===== src/rtl/timer_ctrl.sv =====
// timer_ctrl: down-counting timer sequencer (off / one-shot / periodic / PWM) with
// shadow+active config banks. Define TIMER_PRESCALE_EN to include the clock prescaler.
module timer_ctrl #(
    parameter int WIDTH      = 32,
    parameter int PRESCALE_W = 8
) (
    input  logic                  clk,
    input  logic                  rst_n,
    input  logic                  cfg_wr,
    input  logic [1:0]            cfg_mode,
    input  logic [WIDTH-1:0]      cfg_reload,
    input  logic [WIDTH-1:0]      cfg_compare,
    input  logic [PRESCALE_W-1:0] cfg_prescale,
    input  logic                  start,
    input  logic                  stop,
    input  logic                  irq_clr,
    output logic [WIDTH-1:0]      count,
    output logic                  busy,
    output logic                  done,
    output logic                  expire,
    output logic                  irq,
    output logic                  pwm_out
);

    typedef enum logic [1:0] {IDLE, RUN, DONE} state_t;

    typedef enum logic [1:0] {
        MODE_OFF      = 2'b00,
        MODE_ONESHOT  = 2'b01,
        MODE_PERIODIC = 2'b10,
        MODE_PWM      = 2'b11
    } mode_t;

    typedef struct packed {
        mode_t            mode;
        logic [WIDTH-1:0] reload;
        logic [WIDTH-1:0] compare;
    } cfg_t;

    state_t state;
    cfg_t   shadow;
    cfg_t   active;
    logic   tick;
    logic   start_ok;
    logic   wrap;
    logic   load_active;

    assign busy = (state == RUN);
    assign done = (state == DONE);

    // stop beats start; an unconfigured (off or zero-reload) timer never starts.
    assign start_ok = start && !stop && (active.mode != MODE_OFF) && (active.reload != '0);

    assign wrap        = (state == RUN) && !stop && tick && (count == '0)
                         && (active.mode != MODE_ONESHOT);
    assign load_active = (state != RUN) || wrap;

`ifdef TIMER_PRESCALE_EN
    logic [PRESCALE_W-1:0] shadow_prescale;
    logic [PRESCALE_W-1:0] active_prescale;
    logic [PRESCALE_W-1:0] psc;

    assign tick = (psc == active_prescale);

    always_ff @(posedge clk or negedge rst_n) begin
        if (!rst_n) begin
            shadow_prescale <= '0;
            active_prescale <= '0;
            psc             <= '0;
        end else begin
            if (cfg_wr)      shadow_prescale <= cfg_prescale;
            if (load_active) active_prescale <= shadow_prescale;
            // Held at zero outside RUN, so every entry into RUN starts a fresh divide.
            psc <= (state == RUN && !tick) ? psc + PRESCALE_W'(1) : '0;
        end
    end
`else
    logic unused_prescale;

    assign tick            = 1'b1;
    assign unused_prescale = ^cfg_prescale;
`endif

    // NOTE: every register here uses <= so all updates see pre-edge values of the others.
    always_ff @(posedge clk or negedge rst_n) begin
        if (!rst_n) begin
            state   <= IDLE;
            count   <= '0;
            shadow  <= '0;
            active  <= '0;
            expire  <= 1'b0;
            pwm_out <= 1'b0;
        end else begin
            expire <= 1'b0;
            if (cfg_wr) begin
                shadow <= '{mode: mode_t'(cfg_mode), reload: cfg_reload, compare: cfg_compare};
            end
            if (load_active) active <= shadow;
            pwm_out <= (state == RUN) && (active.mode == MODE_PWM) && (count > active.compare);

            case (state)
                IDLE: begin
                    if (start_ok) begin
                        state <= RUN;
                        count <= active.reload;
                    end
                end
                RUN: begin
                    if (stop) begin
                        state <= IDLE;
                    end else if (tick) begin
                        if (count != '0) begin
                            count <= count - WIDTH'(1);
                        end else if (active.mode == MODE_ONESHOT) begin
                            state  <= DONE;
                            expire <= 1'b1;
                        end else if (shadow.mode == MODE_OFF) begin
                            // Reprogrammed to off while running: retire quietly at the wrap.
                            state <= IDLE;
                        end else begin
                            count  <= shadow.reload;
                            expire <= 1'b1;
                        end
                    end
                end
                DONE: begin
                    if (stop) begin
                        state <= IDLE;
                    end else if (start_ok) begin
                        state <= RUN;
                        count <= active.reload;
                    end
                end
                default: state <= IDLE;
            endcase
        end
    end

    // Set has priority so an expiry landing on a clear is never lost.
    always_ff @(posedge clk or negedge rst_n) begin
        if (!rst_n)       irq <= 1'b0;
        else if (expire)  irq <= 1'b1;
        else if (irq_clr) irq <= 1'b0;
    end

endmodule


===== config.mk =====
export PLATFORM = sky130hd
export DESIGN_NAME = timer_ctrl
export DESIGN_NICKNAME = d
export VERILOG_FILES = /design/src/rtl/timer_ctrl.sv
export SDC_FILE = /design/constraint.sdc
export NUM_CORES = 1
export LEC_CHECK = 0
export ABC_AREA = 1
export CORE_UTILIZATION = 45
export CTS_BUF_LIST = sky130_fd_sc_hd__clkbuf_8
export CTS_CLUSTER_DIAMETER = 150
export DETAILED_ROUTE_END_ITERATION = 12
export GPL_ROUTABILITY_DRIVEN = 1
export GPL_TIMING_DRIVEN = 0
export PLACE_DENSITY = 0.65
export SYNTH_ARGS = -nofsm -noshare
export SYNTH_HDL_FRONTEND = slang
export SYNTH_SLANG_ARGS = --single-unit

===== constraint.sdc =====
create_clock -name clk -period 4.75 [get_ports clk]
set_input_delay 0.7125 -clock clk [delete_from_list [all_inputs] [get_ports clk]]
set_output_delay 0.7125 -clock clk [all_outputs]
set_load 0.01 [all_outputs]

After elaboration in Yosys (flattened, before gate mapping). Index checks and enable logic that the tools add are counted.

Logic and storage cells: 66. Input port bits: 80. Register bits: 169.

Reductions and logical operators: 20. Eq/ne operators: 12. $add $sub $neg: 1. Muxes and demuxes: 21. Magnitude comparators: 1.

Operators by type and width (count): $mux W32 (6); $pmux W32 S3 (1); $reduce_bool A32 Y1 (2); $gt A32 B32 Y1 (1); $logic_not A32 Y1 (1); $sub A32 B1 Y32 const B (1); $mux W2 (6); $ne A3 B3 Y1 const B (3); $logic_and A1 B1 Y1 (8); $mux W1 (7); $pmux W2 S3 (1); $reduce_and A5 Y1 (1); $eq A2 B1 Y1 const B (2); $eq A2 B2 Y1 const B (2); $logic_not A2 Y1 (2); $ne A2 B1 Y1 const B (2); $ne A2 B2 Y1 const B (2); $ne A4 B2 Y1 const B (1); $reduce_bool A2 Y1 (2); $reduce_bool A3 Y1 (1); $reduce_and A2 Y1 (1); $logic_not A1 Y1 (1); $logic_or A1 B1 Y1 (1).

Longest topological paths before layout.
Depth in word-level cells: 7. Gate-level depth with buffers: 14. Mapped depth without buffers: 13.

Worst setup path before layout. No wires, ideal clock.

Kind: input -> register. From: input cfg_wr. To: register shadow[26] (netlist bit). Path buffers: 3. Data arrival time: 1.794 ns. Cell stages on the path: 4. Setup time: 0.125 ns. Data required time: 4.625 ns. Slack: 2.832 ns. Cells stage by stage: clkbuf_1 -> clkbuf_1 -> buf_2 -> mux2_2.

RTL lines: from (decl) (RTL line 9) `input logic cfg_wr,`; to (signal assigned) (RTL line 96) `shadow <= '{mode: mode_t'(cfg_mode), reload: cfg_reload, compare: cfg_compare};`; to (decl) (RTL line 41) `cfg_t shadow;`.

No word-level cell between the ends.

Final worst setup path.
From: register state[1]. To: output busy.

Word-level cells in the longest chain between the ends: 1.

Ends and longest elaborated chain: from (decl) (RTL line 40) `state_t state;`; from (signal assigned) (RTL line 87) `state <= IDLE;`; from (signal assigned) (RTL line 104) `state <= RUN;`; from (signal assigned) (RTL line 110) `state <= IDLE;`; $eq A2 B1 Y1 (RTL line 48) `assign busy = (state == RUN);`; to (decl) (RTL line 18) `output logic busy,`.

No other way between the ends.

==> flow_summary.rst <==
.. list-table::
   :header-rows: 1

   * - Metric
     - Value
   * - Post-CTS Hold Buffers
     - 0
   * - Overflow left after global routing
     - 0
   * - Setup clock skew after layout
     - 15.0 ps
   * - # diodes
     - 0
   * - Ordered cell list for the critical path
     - nor2_4, clkbuf_1, clkdlybuf4s50_1
   * - Area fraction of the dominant cell type after synthesis
     - 0.460
   * - Net count after synthesis
     - 1,284
   * - Worst path top cell family by delay
     - buffers and inverters
   * - Standard-cell rows
     - 51
   * - Post-CTS Repair Setup Buffers
     - 0
   * - DRC viols
     - 0
   * - Power density cells
     - 513 nW/um^2
   * - Avg Vias per Cell
     - 5.12
   * - Source-to-sink clock delay at the later pin of the worst-skew pair
     - 470 ps
   * - Area of the die
     - 21,000 um^2
   * - Total clock buffers created by CTS
     - 17
   * - Detailed-route wire length per cell
     - 16.4 um
   * - Number of antenna violations at the first check in global routing
     - 0
   * - Max-slew violation count
     - 0
   * - Post-layout min period
     - 2950 ps
   * - First-pass GRT wire length
     - 42,700 um
   * - Required time of the critical path
     - 4040 ps
   * - Synthesized flop and latch total
     - 169
   * - Total I/O pin count
     - 117
   * - Total of fill cells in the finished design
     - 1,841
   * - Vertical die dimension
     - 145 um
   * - Clock-pin slew on the worst setup and hold paths
     - 100 ps
   * - Most frequently used flop master after synthesis
     - sky130_fd_sc_hd__dfrtp_1
   * - Critical path type
     - register to primary output
   * - Synth-to-Final Area Change
     - 20.0%
   * - Maximum single-stage delay on the critical path
     - 630 ps
   * - Starting DRT DRC Count
     - 659
   * - Via count of the first global-routing pass
     - 8,181
   * - Post-Syn Instances
     - 1,170
   * - Mean area per synthesized cell
     - 7.85 um^2
   * - Share of post-route cells with drive strength above 1
     - 0.0977
   * - GRT Util Overall
     - 0.261
   * - Pleak
     - 5.42 nW
   * - Starting utilization of the core area
     - 0.466
   * - Total half-perimeter wirelength after legalization and detailed placement
     - 19,800 um
   * - HP Class
     - primary input to async pin
   * - Share of the clock period used by the worst path
     - 0.622
   * - Global placer's final weighted congestion
     - 0.905
   * - Hold WS
     - 242 ps
   * - Sort of element at the end of the critical path
     - primary output
   * - Distinct cells, synth
     - 36
   * - Overall via count from detail_route
     - 8,069
   * - Endpoints failing hold
     - 0
   * - Buffer and inverter count on the worst path
     - 2
   * - Max cap viols
     - 0
   * - Worst VDD drop
     - 0.323 mV
   * - Slew at the pin with the worst max-slew slack
     - 806 ps
   * - Run status
     - finished clean
   * - Slew headroom
     - 0.462
   * - Die W
     - 145 um
   * - Category of the worst setup path launch point
     - register
   * - Number of endpoints failing setup at the final stage
     - 0
   * - Root Driver
     - sky130_fd_sc_hd__clkbuf_8
   * - Crit path setup slack, layout
     - 1800 ps
   * - Count of flip-flops with a built-in enable after synthesis
     - 0
   * - Maximum frequency from static timing analysis
     - 339 MHz
   * - Total Negative Setup Slacks
     - 0 ps
   * - Post-route antenna net violation count
     - 0
   * - I/O Buffers
     - 107
   * - Total number of H-tree levels
     - 4
   * - Wire length after detailed routing
     - 25,900 um
   * - Cell with the largest stage delay on the worst path
     - sky130_fd_sc_hd__clkdlybuf4s50_1
   * - Setup repair after global routing missed its margin
     - false
   * - Largest area contributor in the netlist
     - sky130_fd_sc_hd__dfrtp_1
   * - Arr. time, crit path
     - 2240 ps
   * - Sequential element share of the synthesized area
     - 0.460
   * - Crit Path Max Fanout
     - 10
   * - Area contributors post-synth
     - sky130_fd_sc_hd__dfrtp_1, sky130_fd_sc_hd__nand2_1, sky130_fd_sc_hd__nor2_1
   * - CTS tree
     - yes
   * - YS warnings
     - 0
   * - Resize count post-CTS
     - 0
   * - Buffer depth of the longest clock path
     - 2
   * - Pre-CTS WS
     - 2030 ps
   * - Clock sink count
     - 169
   * - Final-stage net count
     - 1,411
   * - Mapped cell area
     - 9190 um^2
   * - Number of detailed-routing iterations run before antenna repair
     - 5
   * - Pin count of the biggest net entering global routing
     - 90
   * - Share of synthesized registers carrying an async set or reset
     - 1.00
   * - Core footprint
     - 19,700 um^2
where the power goes:
part	switching, mW	total, mW	internal, mW
registers	0.439	2.20	1.76
logic	1.42	2.39	0.970
clock network	0.591	1.07	0.477
synthesized netlist by cell type (8+ instances only):
cell type / n
sky130_fd_sc_hd__nand2_1: 370
sky130_fd_sc_hd__dfrtp_1: 169
sky130_fd_sc_hd__nor2_1: 133
sky130_fd_sc_hd__inv_1: 120
sky130_fd_sc_hd__o21ai_0: 67
sky130_fd_sc_hd__nand3_1: 51
sky130_fd_sc_hd__a21oi_1: 40
sky130_fd_sc_hd__mux2_2: 36
sky130_fd_sc_hd__ha_1: 34
sky130_fd_sc_hd__nand4_1: 34
sky130_fd_sc_hd__clkbuf_1: 16
sky130_fd_sc_hd__o21ai_1: 16
sky130_fd_sc_hd__buf_2: 15
sky130_fd_sc_hd__buf_6: 8
sky130_fd_sc_hd__nor2_2: 8
cell families (layout without fill, tap and decap cells):
kind of cell,Yosys count,in the layout,share of synthesized area
AO/OA/AOI/OAI,134,134,0.0768
XOR/XNOR,7,7,0.00667
adder cells (fa/ha/maj),34,34,0.0463
buffers and inverters,170,310,0.0811
flip-flops,169,169,0.460
multiplexers,36,36,0.0441
AND/OR/NAND/NOR,620,620,0.285
path summary, 6_finish.rpt:
path | start | depth (start not counted) | to | slack (ps)
setup / recovery | state[1] | 3 | busy | 1800
hold / removal | rst_n | 1 | shadow[62] | 240
setup reg to reg | count[0] | 10 | active[4] | 2260
hold reg to reg | expire | 1 | irq | 480
max in group asynchronous | rst_n | 2 | count[1] | 3640
min in group clk | expire | 1 | irq | 480
registers in the layout (all words and copies together), names as in the netlist:
signal   cells
state        2
expire       1
active      66
irq          1
shadow      66
count       32
pwm_out      1
area by class of cell:
type	count	area, um^2	share of cell area
sequential	169	4230	0.384
multi-input combinational	831	4220	0.382
timing repair buffer	108	1100	0.100
inverter	124	467	0.0423
tap	265	332	0.0301
buffer	46	279	0.0253
clock buffer	17	234	0.0212
clock inverter	15	165	0.0150
metrics by stage:
stage                     cell area [um^2]   util  total power, mW  std cells
after floorplan                       9190      -             3.61       1170
final                                11000  0.559             5.66       1575
after CTS                            11000  0.559             5.67       1575
after detailed placement             10600  0.539             4.59       1543
after global routing                 11000  0.559             6.09       1575
after global placement               10600  0.537             4.54       1542
metal layers:
metal	track usage	vias up	wire, um
met5	0	-	0
met4	0.0984	0	850
met3	0.0553	44	1450
met2	0.413	256	11800
met1	0.351	3789	11800
li1	-	3980	-
placed cells by master, fill, tap and decap left out, types with 17 or more instances in the layout:
cell                              instances
sky130_fd_sc_hd__clkbuf_8                17
sky130_fd_sc_hd__nand3_1                 51
sky130_fd_sc_hd__clkdlybuf4s50_1        106
sky130_fd_sc_hd__a21oi_1                 40
sky130_fd_sc_hd__nand4_1                 34
sky130_fd_sc_hd__o21ai_0                 67
sky130_fd_sc_hd__nand2_1                370
sky130_fd_sc_hd__ha_1                    34
sky130_fd_sc_hd__nor2_1                 133
sky130_fd_sc_hd__inv_1                  121
sky130_fd_sc_hd__dfrtp_1                169
sky130_fd_sc_hd__mux2_2                  36
(Power assumes the default switching activity.)
==> edit 1 (same settings) <==
Register the inputs `cfg_mode`, `cfg_reload`, `cfg_compare`, `start`, `stop` and `irq_clr` before use, cleared by the reset. The logic sees them one clock later. The other inputs are not delayed to match.
--- a/src/rtl/timer_ctrl.sv
+++ b/src/rtl/timer_ctrl.sv
@@ -37,6 +37,31 @@
         logic [WIDTH-1:0] compare;
     } cfg_t;
 
+    logic [1:0] cfg_mode_q;
+    logic [WIDTH-1:0] cfg_reload_q;
+    logic [WIDTH-1:0] cfg_compare_q;
+    logic start_q;
+    logic stop_q;
+    logic irq_clr_q;
+
+    always_ff @(posedge clk or negedge rst_n) begin
+        if (!rst_n) begin
+            cfg_mode_q    <= '0;
+            cfg_reload_q  <= '0;
+            cfg_compare_q <= '0;
+            start_q       <= '0;
+            stop_q        <= '0;
+            irq_clr_q     <= '0;
+        end else begin
+            cfg_mode_q    <= cfg_mode;
+            cfg_reload_q  <= cfg_reload;
+            cfg_compare_q <= cfg_compare;
+            start_q       <= start;
+            stop_q        <= stop;
+            irq_clr_q     <= irq_clr;
+        end
+    end
+
     state_t state;
     cfg_t   shadow;
     cfg_t   active;
@@ -49,9 +74,9 @@
     assign done = (state == DONE);
 
     // stop beats start; an unconfigured (off or zero-reload) timer never starts.
-    assign start_ok = start && !stop && (active.mode != MODE_OFF) && (active.reload != '0);
+    assign start_ok = start_q && !stop_q && (active.mode != MODE_OFF) && (active.reload != '0);
 
-    assign wrap        = (state == RUN) && !stop && tick && (count == '0)
+    assign wrap        = (state == RUN) && !stop_q && tick && (count == '0)
                          && (active.mode != MODE_ONESHOT);
     assign load_active = (state != RUN) || wrap;
 
@@ -93,7 +118,7 @@
         end else begin
             expire <= 1'b0;
             if (cfg_wr) begin
-                shadow <= '{mode: mode_t'(cfg_mode), reload: cfg_reload, compare: cfg_compare};
+                shadow <= '{mode: mode_t'(cfg_mode_q), reload: cfg_reload_q, compare: cfg_compare_q};
             end
             if (load_active) active <= shadow;
             pwm_out <= (state == RUN) && (active.mode == MODE_PWM) && (count > active.compare);
@@ -106,7 +131,7 @@
                     end
                 end
                 RUN: begin
-                    if (stop) begin
+                    if (stop_q) begin
                         state <= IDLE;
                     end else if (tick) begin
                         if (count != '0) begin
@@ -124,7 +149,7 @@
                     end
                 end
                 DONE: begin
-                    if (stop) begin
+                    if (stop_q) begin
                         state <= IDLE;
                     end else if (start_ok) begin
                         state <= RUN;
@@ -140,7 +165,7 @@
     always_ff @(posedge clk or negedge rst_n) begin
         if (!rst_n)       irq <= 1'b0;
         else if (expire)  irq <= 1'b1;
-        else if (irq_clr) irq <= 1'b0;
+        else if (irq_clr_q) irq <= 1'b0;
     end
 
 endmodule
Behaviour: not the same (a bounded check fails within 4 cycles, from zero or initial values and one cycle with rst_n low).
==> edit 1 against the unedited design <==
Power increased by 29%; highest routed layer unchanged; design area increased by 23%; hold slack improved by 0.19 ns; setup slack got worse by 0.30 ns; register-to-register slack got worse by 0.13 ns; clock power increased by 90%; sequential cell count increased by 69; wire length increased by 13%; synthesized area increased by 21%; die area increased by 21%.
==> edit 1: results (changes against the unedited design) <==
| Metric | Value |
|---|---|
| H-Tree Depth | `2 (was 4)` |
| Top post-synthesis cells by count | `nand2_1 (325), dfrtp_1 (238), nor2_1 (156) (was nand2_1 (370), dfrtp_1 (169), nor2_1 (133))` |
| Max Root-Sink Buffers | `3 (was 2)` |
| Total GRT Usage | `24.36% (was 26.11%)` |
| Clock transition at the registers of the reported paths | `0.06 ns (was 0.10 ns)` |
| Terminus of the critical flop-to-flop path | `expire (was active[4])` |
| Vias per cell | `5.058 (was 5.123)` |
| Hold_ws | `0.4324 ns (was 0.2425 ns)` |
| First-pass DRT Iterations | `4 (was 5)` |
| Status | `finished clean (unchanged)` |
| R2R depth | `9 (was 10)` |
| First-pass GRT wire length | `47.71 mm (was 42.66 mm)` |
| Leakage | `0.006584 uW (was 0.005418 uW)` |
| Wl on met1 | `13.84 mm (was 11.76 mm)` |
| Cell Area, Placed | `12,660 um^2 (was 10,630 um^2)` |
| Fillcell total | `2,277 (was 1,841)` |
| Mapped Nets | `1,370 (was 1,284)` |
| Final WL | `29.35 mm (was 25.89 mm)` |
| Fin nets | `1,524 (was 1,411)` |
| Max IR drop VDD | `0.2707 mV (was 0.3234 mV)` |
| Met2 wire length | `13.58 mm (was 11.83 mm)` |
| Largest registers | `active: 66 flops, shadow: 66 flops (was active: 66 flops, shadow: 66 flops, count: 32 flops)` |
| Largest net degree at the start of global routing | `125 (was 90)` |
| Initial antenna violation count | `0 (unchanged)` |
| Met3 wire len | `1.258 mm (was 1.447 mm)` |
| Number of global-route vias before repair | `8,870 (was 8,181)` |
| Detailed Place HPWL | `22.03 mm (was 19.83 mm)` |
| CTS Buf Count | `42 (was 17)` |
| Sequential-to-total area share from yosys stat | `53.56% (was 46.02%)` |
| Critical path data arrival time | `2.54 ns (was 2.24 ns)` |
| DRT iter0 DRCs | `579 (was 659)` |
| GP Congestion | `0.9312 (was 0.9047)` |
| Setup Skew | `0.02202 ns (was 0.01497 ns)` |
| Worst-skew pair later-pin latency | `0.56 ns (was 0.47 ns)` |
| Slew Limit Headroom | `47.64% (was 46.24%)` |
| Layout cells sized above 1 | `12.59% (was 9.771%)` |
[edit 1: cell types whose count changed in the layout (fill, tap and decap cells not counted), moves of 7 or more]
cell	before	now
dfrtp_1	169	238
nand2_1	370	325
clkbuf_8	17	55
nor2_1	133	156
inv_1	121	136
nor2_2	8	16
nand3_1	51	58
[edit 1: layout make-up]
cell class                      count  area [um^2]  share of cell area, %
Buffer                             49        304.0                  2.239
Timing Repair Buffer              110         1141                  8.402
Inverter                          129        484.2                  3.565
Sequential cell                   238         5956                  43.85
Clock inverter                     17        158.9                  1.170
Tap cell                          324        405.4                  2.985
Multi-Input combinational cell    840         4375                  32.22
Clock buffer                       55        757.0                  5.573
[edit 1: logic make-up (layout without fill, tap and decap cells)]
group / count (synthesis) / in the layout / synth area share [%]
flops: 238 / 238 / 53.56
compound gates: 146 / 146 / 7.494
fa+ha+maj: 34 / 34 / 3.826
buf+inv: 178 / 360 / 7.089
simple gates: 620 / 620 / 24.16
xor+xnor: 8 / 8 / 0.6302
mux: 32 / 32 / 3.241
[edit 1: how the worst max path moves through the flow]
stage | startpoint | endpoint | slack [ns] | cells after the start
after floorplan | count[0] | count[0] | 2.90 | 13
after global placement | rst_n | cfg_compare_q[9] | -7.12 | 1
after detailed placement | state[1] | busy | 2.12 | 4
after CTS | state[1] | busy | 1.49 | 4
after global routing | state[1] | busy | 1.35 | 4
final | state[1] | busy | 1.50 | 4
[edit 1: timing repair]
action,in CTS,in global routing
endpoints found under the hold margin,2,0
gates resized for setup,0,0
hold buffers,1,0
[edit 1: report_power, final]
group / internal [uW] / switching [uW]
Clock: 1200 / 834
Combinational: 992 / 1450
Sequential: 2380 / 468
[edit 1: layer usage]
layer | track usage, % | vias to the layer above
li1 | - | 4328
met1 | 34.37 | 4346
met2 | 38.88 | 195
met3 | 3.621 | 43
met4 | 7.561 | 0
met5 | 0 | -
[edit 1: critical path, cell delays in order, from the launching register on]
cell and delay, ns:
dfrtp_1 0.39, nor2_2 0.22, clkbuf_1 0.44, buf_2 0.35
clkdlybuf4s50_1 0.59
[edit 1: metrics by stage]
stage	cells	setup slack [ns]	TNS, ns
floorplan	1256	2.896	0
global placement	1687	-7.125	-1688.55
detailed placement	1689	2.121	0
CTS	1762	1.494	0
global route	1762	1.355	0
finish	1762	1.496	0
==> edit 2 (same flow settings) <==
Made on the original files. Build with the macro `TIMER_PRESCALE_EN` defined.
--- a/src/rtl/timer_ctrl.sv
+++ b/src/rtl/timer_ctrl.sv
@@ -1,5 +1,7 @@
 // timer_ctrl: down-counting timer sequencer (off / one-shot / periodic / PWM) with
 // shadow+active config banks. Define TIMER_PRESCALE_EN to include the clock prescaler.
+`define TIMER_PRESCALE_EN
+
 module timer_ctrl #(
     parameter int WIDTH      = 32,
     parameter int PRESCALE_W = 8
Behaviour: not the same (Yosys sat finds a counterexample within 10 cycles, from zero or initial values and one cycle with rst_n low).
==> edit 2 against the unedited design <==
Global-route usage decreased by 0.26 points; design area is 16% higher; setup slack worse by 0.50 ns; utilization down 1.4 points; synthesized area rose by 18%; power rose by 14%; critical path depth is 2 higher; sequential cell count increased by 24; wire length increased by 15%; critical path type unchanged; largest cell class is now multi-input combinational cells; highest routed layer unchanged.
==> edit 2: results (changes against the unedited design) <==
| Metric | Value |
|---|---|
| Synth Area in XOR/XNOR | `1.054% (was 0.6671%)` |
| Top post-synthesis cells by count | `nand2_1 (405), dfrtp_1 (193), inv_1 (148) (was nand2_1 (370), dfrtp_1 (169), nor2_1 (133))` |
| Layout cells sized above 1 | `16.69% (was 9.771%)` |
| Synth area leaders | `dfrtp_1 (45%), nand2_1 (14%), inv_1 (5.1%) (was dfrtp_1 (46%), nand2_1 (15%), nor2_1 (5.4%))` |
| Status | `finished clean (unchanged)` |
| First-pass GRT wire length | `47.44 mm (was 42.66 mm)` |
| Mux share of post-synthesis cell area | `4.275% (was 4.411%)` |
| Mapped Cells | `1,332 (was 1,170)` |
| CTS Buf Count | `17 (unchanged)` |
| Critical path data arrival time | `2.75 ns (was 2.24 ns)` |
| Fillcell total | `2,285 (was 1,841)` |
| Post-synth top area share | `44.72% (was 46.02%)` |
| Distinct cells, synth | `35 (was 36)` |
| Total GRT Usage | `25.85% (was 26.11%)` |
| Met3 wire len | `1.269 mm (was 1.447 mm)` |
| Vias per cell | `5.022 (was 5.123)` |
| R2R Setup Slk | `2.23 ns (was 2.26 ns)` |
| Clock transition at the registers of the reported paths | `0.12 ns (was 0.10 ns)` |
| Leakage | `0.006275 uW (was 0.005418 uW)` |
| Most used flip-flop cell after synthesis | `dfrtp_1 (unchanged)` |
| Vias after detailed routing | `9,035 (was 8,069)` |
| Wl on met1 | `14.06 mm (was 11.76 mm)` |
| Final Instance Area | `12,800 um^2 (was 11,020 um^2)` |
| R2R depth | `11 (was 10)` |
| Max IR drop VDD | `0.2127 mV (was 0.3234 mV)` |
| Detailed Place HPWL | `22.91 mm (was 19.83 mm)` |
| Largest net degree at the start of global routing | `115 (was 90)` |
| Setup Skew | `0.02985 ns (was 0.01497 ns)` |
| Final WL | `29.79 mm (was 25.89 mm)` |
| CP max stage cell | `clkdlybuf4s50_1 (unchanged)` |
| Slew Limit Headroom | `41.85% (was 46.24%)` |
| PortBufs | `115 (was 107)` |
| Sequential-to-total area share from yosys stat | `44.72% (was 46.02%)` |
| Mapped Nets | `1,447 (was 1,284)` |
| Worst-skew pair later-pin latency | `0.50 ns (was 0.47 ns)` |
| DRT iter0 DRCs | `585 (was 659)` |
| Worst hold path class | `in -> async (unchanged)` |
| Compound-Gate Fraction of Synth Area | `7.809% (was 7.679%)` |
| Terminus of the critical flop-to-flop path | `count[26] (was active[4])` |
| Met2 wire length | `13.54 mm (was 11.83 mm)` |
| GP Congestion | `0.9068 (was 0.9047)` |
| Placed cell count | `1,767 (was 1,543)` |
| Post-Synth Adder-Cell Area | `4.055% (was 4.629%)` |
| H-Tree Depth | `4 (unchanged)` |
| Number of global-route vias before repair | `8,652 (was 8,181)` |
edit 2: cell types whose count changed after synthesis, moves of 12 or more:
cell     unedited run  this run
nor2_1            133        93
a21oi_1            40        26
o21ai_0            67        52
o21ai_1            16         4
nand2_2             3        77
nand3_1            51        96
o21ai_2             0        46
dfrtp_1           169       193
nand4_1            34        13
nand2_1           370       405
inv_1             120       148
edit 2: layout make-up:
class                           instances  area share, %
Multi-Input combinational cell        938          39.24
Timing Repair Buffer                  116          9.248
Buffer                                 49          2.943
Tap cell                              319          3.119
Inverter                              152          4.458
Sequential cell                       193          37.74
Clock inverter                         15          1.427
Clock buffer                           17          1.828
edit 2: power by group:
group          switching (uW)  internal [uW]
Sequential                473           1990
Combinational            1720           1130
Clock                     715            405
Total                    2910           3520
edit 2: cell families after synthesis:
kind of cell / Yosys count
fa+ha+maj: 35
simple gates: 717
flops: 193
buf+inv: 201
xor+xnor: 13
mux: 41
compound gates: 132
edit 2: worst min-delay path by stage:
stage | cells past startpoint | from | slack, ns | end
2_1_floorplan | 0 | rst_n | 0.42 | active[0]
3_3_place_gp | 1 | expire | 0.46 | irq
3_5_place_dp | 1 | expire | 0.46 | irq
4_1_cts | 1 | rst_n | 0.32 | psc[2]
5_1_grt | 1 | rst_n | 0.36 | shadow[55]
6_report | 1 | rst_n | 0.30 | shadow[55]
edit 2: stage by stage:
stage,setup slack (ns),power (uW)
floorplan,2.734,4217
finish,1.292,6434
detailed placement,1.826,5342
global route,1.137,6930
global placement,-5.358,5294
CTS,1.267,6465
edit 2: routing by layer:
layer / global-route usage, % / up-vias
li1: - / 4477
met3: 4.268 / 42
met2: 40.30 / 222
met1: 36.20 / 4294
met5: 0 / -
met4: 9.337 / 0
